===== src/rtl/alu_mdu.sv =====
// alu_mdu: single-cycle ALU plus an iterative multiply/divide unit with
// HI/LO result registers. ALU ops (0-11) return one cycle after accept;
// MULT/MULTU/DIV/DIVU (12-15) take WIDTH iteration cycles, then a DONE cycle.
module alu_mdu #(
  parameter int WIDTH = 32,
  parameter int SHW   = $clog2(WIDTH)
) (
  input  logic             clk,
  input  logic             reset_n,
  input  logic             start,
  input  logic [3:0]       op,
  input  logic [WIDTH-1:0] A,
  input  logic [WIDTH-1:0] B,
  input  logic [SHW-1:0]   shamt,
  input  logic             care,
  output logic [WIDTH-1:0] C,
  output logic             ov,
  output logic             valid,
  output logic             busy,
  output logic [WIDTH-1:0] hi,
  output logic [WIDTH-1:0] lo
);

  localparam int MSB  = WIDTH - 1;
  localparam int HALF = WIDTH / 2;
  localparam logic [SHW-1:0] LAST_ITER = SHW'(WIDTH - 1);

  localparam logic [3:0] OP_ADD  = 4'd0;
  localparam logic [3:0] OP_SUB  = 4'd1;
  localparam logic [3:0] OP_AND  = 4'd2;
  localparam logic [3:0] OP_OR   = 4'd3;
  localparam logic [3:0] OP_XOR  = 4'd4;
  localparam logic [3:0] OP_NOR  = 4'd5;
  localparam logic [3:0] OP_LUI  = 4'd6;
  localparam logic [3:0] OP_SLT  = 4'd7;
  localparam logic [3:0] OP_SLTU = 4'd8;
  localparam logic [3:0] OP_SLL  = 4'd9;
  localparam logic [3:0] OP_SRL  = 4'd10;
  localparam logic [3:0] OP_SRA  = 4'd11;

  typedef enum logic [1:0] {
    S_IDLE = 2'd0,
    S_MUL  = 2'd1,
    S_DIV  = 2'd2,
    S_DONE = 2'd3
  } state_t;

  state_t state_q, state_d;

  // Architectural outputs
  logic [WIDTH-1:0] c_q, c_d;
  logic             ov_q, ov_d;
  logic             valid_q, valid_d;
  logic [WIDTH-1:0] hi_q, hi_d;
  logic [WIDTH-1:0] lo_q, lo_d;

  // Iteration state: opnd holds the multiplicand or divisor magnitude,
  // acc holds {partial product, multiplier} or {remainder, dividend/quotient}.
  logic [WIDTH-1:0]   opnd_q, opnd_d;
  logic [2*WIDTH-1:0] acc_q, acc_d;
  logic [SHW-1:0]     cnt_q, cnt_d;
  logic               neg_q, neg_d;
  logic               rem_neg_q, rem_neg_d;
  logic               dbz_q, dbz_d;
  logic [WIDTH-1:0]   dividend_q, dividend_d;

  // Combinational helpers
  logic [WIDTH-1:0]   add_res, sub_res, alu_res;
  logic               alu_ov;
  logic               op_signed;
  logic [WIDTH-1:0]   a_mag, b_mag;
  logic [WIDTH:0]     mul_sum;
  logic [2*WIDTH-1:0] mul_next, mul_fin;
  logic [WIDTH:0]     rem_shift;
  logic               rem_fits;
  logic [WIDTH-1:0]   rem_sub, rem_new;
  logic [2*WIDTH-1:0] div_next;
  logic [WIDTH-1:0]   div_quo, div_rem, quo_fin, rem_fin;

  assign op_signed = ~op[0];

  // Single-cycle ALU result and signed-overflow detection for ADD/SUB
  always_comb begin
    add_res = A + B;
    sub_res = A - B;
    alu_res = '0;
    alu_ov  = 1'b0;
    case (op)
      OP_ADD: begin
        alu_res = add_res;
        alu_ov  = care & (A[MSB] == B[MSB]) & (add_res[MSB] != A[MSB]);
      end
      OP_SUB: begin
        alu_res = sub_res;
        alu_ov  = care & (A[MSB] != B[MSB]) & (sub_res[MSB] != A[MSB]);
      end
      OP_AND:  alu_res = A & B;
      OP_OR:   alu_res = A | B;
      OP_XOR:  alu_res = A ^ B;
      OP_NOR:  alu_res = ~(A | B);
      OP_LUI:  alu_res = {B[HALF-1:0], {HALF{1'b0}}};
      OP_SLT:  alu_res = {{(WIDTH-1){1'b0}}, ($signed(A) < $signed(B))};
      OP_SLTU: alu_res = {{(WIDTH-1){1'b0}}, (A < B)};
      OP_SLL:  alu_res = B << shamt;
      OP_SRL:  alu_res = B >> shamt;
      OP_SRA:  alu_res = $unsigned($signed(B) >>> shamt);
      default: alu_res = '0;
    endcase
  end

  // Magnitudes of the operands for the signed multiply/divide variants;
  // the most-negative value maps onto itself, which is correct as unsigned.
  always_comb begin
    a_mag = A[MSB] ? -A : A;
    b_mag = B[MSB] ? -B : B;
  end

  // One shift-add multiply step plus the sign-corrected final product
  always_comb begin
    mul_sum  = {1'b0, acc_q[2*WIDTH-1:WIDTH]} + (acc_q[0] ? {1'b0, opnd_q} : '0);
    mul_next = {mul_sum, acc_q[WIDTH-1:1]};
    mul_fin  = neg_q ? -mul_next : mul_next;
  end

  // One restoring-division step plus sign correction of quotient/remainder.
  // The remainder is always below the divisor, so the W-bit subtraction is
  // exact whenever the shifted remainder fits.
  always_comb begin
    rem_shift = {acc_q[2*WIDTH-1:WIDTH], acc_q[WIDTH-1]};
    rem_fits  = (rem_shift >= {1'b0, opnd_q});
    rem_sub   = rem_shift[WIDTH-1:0] - opnd_q;
    rem_new   = rem_fits ? rem_sub : rem_shift[WIDTH-1:0];
    div_next  = {rem_new, acc_q[WIDTH-2:0], rem_fits};
    div_quo   = div_next[WIDTH-1:0];
    div_rem   = div_next[2*WIDTH-1:WIDTH];
    quo_fin   = neg_q ? -div_quo : div_quo;
    rem_fin   = rem_neg_q ? -div_rem : div_rem;
  end

  // Next-state and datapath update: accept, iterate, publish in DONE
  always_comb begin
    state_d    = state_q;
    c_d        = c_q;
    ov_d       = ov_q;
    valid_d    = 1'b0;
    hi_d       = hi_q;
    lo_d       = lo_q;
    opnd_d     = opnd_q;
    acc_d      = acc_q;
    cnt_d      = cnt_q;
    neg_d      = neg_q;
    rem_neg_d  = rem_neg_q;
    dbz_d      = dbz_q;
    dividend_d = dividend_q;
    case (state_q)
      S_IDLE, S_DONE: begin
        state_d = S_IDLE;
        if (start) begin
          if (op[3:2] != 2'b11) begin
            c_d     = alu_res;
            ov_d    = alu_ov;
            valid_d = 1'b1;
          end else if (op[1] == 1'b0) begin
            state_d    = S_MUL;
            cnt_d      = '0;
            opnd_d     = op_signed ? a_mag : A;
            acc_d      = {{WIDTH{1'b0}}, (op_signed ? b_mag : B)};
            neg_d      = op_signed & (A[MSB] ^ B[MSB]);
            rem_neg_d  = 1'b0;
            dbz_d      = 1'b0;
            dividend_d = A;
          end else begin
            state_d    = S_DIV;
            cnt_d      = '0;
            opnd_d     = op_signed ? b_mag : B;
            acc_d      = {{WIDTH{1'b0}}, (op_signed ? a_mag : A)};
            neg_d      = op_signed & (A[MSB] ^ B[MSB]);
            rem_neg_d  = op_signed & A[MSB];
            dbz_d      = (B == '0);
            dividend_d = A;
          end
        end
      end
      S_MUL: begin
        acc_d = mul_next;
        cnt_d = cnt_q + SHW'(1);
        if (cnt_q == LAST_ITER) begin
          state_d = S_DONE;
          hi_d    = mul_fin[2*WIDTH-1:WIDTH];
          lo_d    = mul_fin[WIDTH-1:0];
          c_d     = mul_fin[WIDTH-1:0];
          ov_d    = 1'b0;
          valid_d = 1'b1;
        end
      end
      S_DIV: begin
        acc_d = div_next;
        cnt_d = cnt_q + SHW'(1);
        if (cnt_q == LAST_ITER) begin
          state_d = S_DONE;
          ov_d    = 1'b0;
          valid_d = 1'b1;
          if (dbz_q) begin
            hi_d = dividend_q;
            lo_d = '1;
            c_d  = '1;
          end else begin
            hi_d = rem_fin;
            lo_d = quo_fin;
            c_d  = quo_fin;
          end
        end
      end
      default: state_d = S_IDLE;
    endcase
  end

  // State and datapath registers; reset aborts any operation in flight
  always_ff @(posedge clk or negedge reset_n) begin
    if (!reset_n) begin
      state_q    <= S_IDLE;
      c_q        <= '0;
      ov_q       <= 1'b0;
      valid_q    <= 1'b0;
      hi_q       <= '0;
      lo_q       <= '0;
      opnd_q     <= '0;
      acc_q      <= '0;
      cnt_q      <= '0;
      neg_q      <= 1'b0;
      rem_neg_q  <= 1'b0;
      dbz_q      <= 1'b0;
      dividend_q <= '0;
    end else begin
      state_q    <= state_d;
      c_q        <= c_d;
      ov_q       <= ov_d;
      valid_q    <= valid_d;
      hi_q       <= hi_d;
      lo_q       <= lo_d;
      opnd_q     <= opnd_d;
      acc_q      <= acc_d;
      cnt_q      <= cnt_d;
      neg_q      <= neg_d;
      rem_neg_q  <= rem_neg_d;
      dbz_q      <= dbz_d;
      dividend_q <= dividend_d;
    end
  end

  assign C     = c_q;
  assign ov    = ov_q;
  assign valid = valid_q;
  assign busy  = (state_q == S_MUL) || (state_q == S_DIV);
  assign hi    = hi_q;
  assign lo    = lo_q;

endmodule

===== config.mk =====
export PLATFORM = sky130hd
export DESIGN_NAME = alu_mdu
export DESIGN_NICKNAME = d
export VERILOG_FILES = /design/src/rtl/alu_mdu.sv
export SDC_FILE = /design/constraint.sdc
export NUM_CORES = 1
export LEC_CHECK = 0
export ABC_AREA = 1
export BUFFER_PORTS_ARGS = -buffer_cell sky130_fd_sc_hd__buf_2
export CAP_MARGIN = 20
export CORE_ASPECT_RATIO = 1.2
export CORE_UTILIZATION = 35
export CTS_CLUSTER_DIAMETER = 100
export CTS_CLUSTER_SIZE = 10
export DETAILED_ROUTE_END_ITERATION = 8
export PLACE_DENSITY = 0.52
export SLEW_MARGIN = 20
export SYNTH_ARGS = -nofsm -noshare
export SYNTH_HDL_FRONTEND = slang
export SYNTH_SLANG_ARGS = --single-unit

===== constraint.sdc =====
create_clock -name clk -period 3.94 [get_ports clk]
set_input_delay 0.591 -clock clk [delete_from_list [all_inputs] [get_ports clk]]
set_output_delay 0.591 -clock clk [all_outputs]
set_load 0.01 [all_outputs]

==> impl_metrics.json <==
{
  "outcome": "finished, final reports clean",
  "intPower_mw": 10.7,
  "swShare": 0.591,
  "finalPower_mw": 26.3,
  "hold_ws_ns": 0.391,
  "fin_skew_ns": 0.0159,
  "critPathArrivalTime_ns": 4.26,
  "layout.nets": 5706,
  "worstSetupStartpointType": "flop",
  "wirelength_um": 193000,
  "antenna_left": 0,
  "synth.area.mux_share": 0.00135,
  "cap_violations": 0,
  "synth_flop_cell": "dfrtp_1",
  "synth_area_per_cell_um2": 5.88,
  "dpl.hpwl_um": 158000,
  "cts_made_buffers": 28,
  "port_buffers": 175,
  "seqPwrFrac": 0.160,
  "die_w_um": 268,
  "postSynth.asyncResetShare": 1.00,
  "drt-initial-drc-count": 4284,
  "max_slew_margin": 0.211,
  "synth_top_family_by_area": "simple AND/OR/NAND/NOR gates",
  "drive_gt1_frac": 0.151,
  "ys_warn_count": 0,
  "tightest_slew_ns": 1.17,
  "slew_violations": 0,
  "antenna_found_initial": 16,
  "yosysSeqAreaShare": 0.199,
  "path_class": "reg2reg",
  "ios": 176,
  "fin_crit_sh": 0.955,
  "grt_usage": 0.442,
  "synth_edf_count": 0,
  "syn_area_mm2": 0.0297,
  "clk_latency_ns": 0.62,
  "critPathMaxStageDelay_ns": 0.42,
  "wl_per_cell_um": 29.2,
  "crit_slowest_cell": "fa_1",
  "final_common_cell": "nand2_1",
  "rows": 116,
  "crit_top_cell": "nand2_1",
  "synthSimpleGateAreaFrac": 0.327,
  "fp.coreArea_mm2": 0.0836,
  "clock_path_buffers": 3,
  "power_frac_clock": 0.092,
  "place.gp.congestion": 1.07,
  "synth-adder-area-share": 0.0740,
  "hold_viol_final": 0,
  "pwr-share-comb": 0.747,
  "grt_first_pass_wirelength_um": 270000,
  "path_clk_slew_ns": 0.06,
  "final_cell_mix": "nand2_1, inv_1, nor2_1",
  "remaining_drc_errors": 0,
  "ir_drop_mv": 0.473,
  "grt_max_degree": 74,
  "cts-root-buf": "clkbuf_16",
  "critPathCaptureType": "flop",
  "required_ns": 4.43,
  "num_vias": 38000,
  "cts_tree": "done",
  "rrSetupSlack_ns": 0.18,
  "min_period_ns": 3.76,
  "worstPathMaxFanout": 4,
  "synth_cell_types": 68,
  "viasPerCell": 5.77,
  "rsz0062_at_grt": "true",
  "tns_ns": 0,
  "power_density_mw_per_mm2": 738,
  "htree_num_levels": 1,
  "syn_nets": 5291,
  "path_cells": "inv_2 > ha_1 > inv_1 > fa_1 > nand3_1 > nand3_1 > nand2_1 > nand2_1 > nand2_1 > nand2_1 > nand3b_1 > nand2_1 > nand2_1 > nand2_1 > nand2_1 > nand2_1 > nor2_2 > nand2_1 > o21ai_1 > nand3_1 > nand2_1 > nand3_1 > nand2_1 > a21oi_1",
  "first_pass_iters": 8,
  "synth-xor-area-share": 0.0354,
  "fmax_mhz": 266,
  "synth-seq-cells": 236,
  "grt_pass1_vias": 37300,
  "layout-area-overhead-vs-synth_pct": 19.9,
  "cts_num_sinks": 236,
  "synth_compound_area_frac": 0.249,
  "finalSetupViolCount": 0,
  "hp-class": "in2reg",
  "p_switching_mw": 15.5,
  "grt_overflow": 0,
  "initial_core_util": 0.355,
  "p_leak_nw": 18.5,
  "syn-instance-count": 5041,
  "die_h_um": 321,
  "die-area_mm2": 0.0859
}
-- per-stage QoR --
stage	area [um^2]	instances	utilization	setup WS (ns)
after CTS	35300	6576	0.423	0.123
after detailed placement	34600	6542	0.413	-0.259
final	35600	6586	0.425	0.176
after floorplan	29700	5041	-	0.604
after global routing	35600	6582	0.425	-0.0884
after global placement	34600	6542	0.413	-0.241
-- state kept, by name, indices dropped and copies added, names as in the netlist, 2 cells and up --
register and flops:
state_q 2, C 32, cnt_q 5, dividend_q 32, opnd_q 32, hi 32, lo 32, acc_q 64
-- metal layers --
| layer | wire [um] | track usage | share of wire |
|---|---|---|---|
| met1 | 68300 | 0.474 | 0.35 |
| met2 | 87800 | 0.723 | 0.46 |
| met3 | 13500 | 0.0802 | 0.070 |
| met4 | 22900 | 0.437 | 0.12 |
| met5 | 111 | 0 | 0.00058 |
-- power groups by stage --
stage	logic, mW	registers [mW]	clock network [mW]
final	19.6	4.21	2.43
after global routing	21.0	4.25	2.53
after detailed placement	18.7	4.19	0
after global placement	18.7	4.19	0
after floorplan	10.9	3.82	0
after CTS	18.7	4.16	2.43
-- path summary, 6_finish.rpt --
path                              to  depth (start not counted)       from
setup / recovery              hi[27]                         24  acc_q[31]
hold / removal             opnd_q[0]                          3       B[0]
setup reg to reg              hi[27]                         24  acc_q[31]
hold reg to reg               hi[22]                          2     hi[22]
max in group asynchronous         ov                          3    reset_n
min in group asynchronous  acc_q[62]                          2    reset_n
-- Yosys cell counts (12+ instances only) --
master    number  area [um^2]
nand3_1      281         1410
clkbuf_1     193          724
or2_2         20          125
nand2_2       27          169
ha_1         169         2110
buf_1         35          131
xnor2_1       13          114
nor4_1        18          113
dfrtp_1      236         5910
o22ai_1       91          569
a221oi_1      17          149
nand2_1     1290         4840
o31ai_1       13         97.6
a22oi_1       18          135
a21oi_1      444         2220
nor3_1        65          325
a22o_1        16          140
o221ai_1      28          245
inv_1        615         2310
o21ai_0      475         2380
o21bai_1      14          105
inv_2         17         63.8
nand4_1       52          325
xor2_1       105          920
nor2_1       526         1970
a31oi_1       42          263
o211ai_1      39          293
a21o_1        12         90.1
o21ai_1       18         90.1
-- cell families (layout without fill, tap and decap cells) --
logic type | count (synthesis) | after routing
AOI/OAI and AO/OA | 1298 | 1298
other | 0 | 6
buffers and inverters | 884 | 1302
adders and majority gates | 173 | 173
and+or+nand+nor | 2327 | 2327
muxes | 4 | 4
DFF | 236 | 236
xor gates and xnor gates | 119 | 119
-- critical path, delay by kind of cell (launching register included) --
family	cells	cell delay, ns
compound gates	2	0.31
fa+ha+maj	2	0.60
buf+inv	2	0.22
flops	1	0.40
simple gates	18	2.09
-- cell type report --
cell class / count / area [um^2]
antenna: 6 / 15.0
inverter: 638 / 2400
sequential: 236 / 5910
multi-input combinational: 3921 / 20600
clock inverter: 4 / 51.3
fill: 9370 / 48000
tap: 1121 / 1400
clock buffer: 29 / 704
timing repair buffer: 631 / 4500
-- timing repair --
action / CTS / global route
gates resized for setup: 0 / 51
endpoints found under the setup margin: 0 / 23
buffers inserted: 0 / 3
hold endpoints to repair: 46 / 0
hold buffers: 1 / 0
Power figures use the tool's default switching activity.
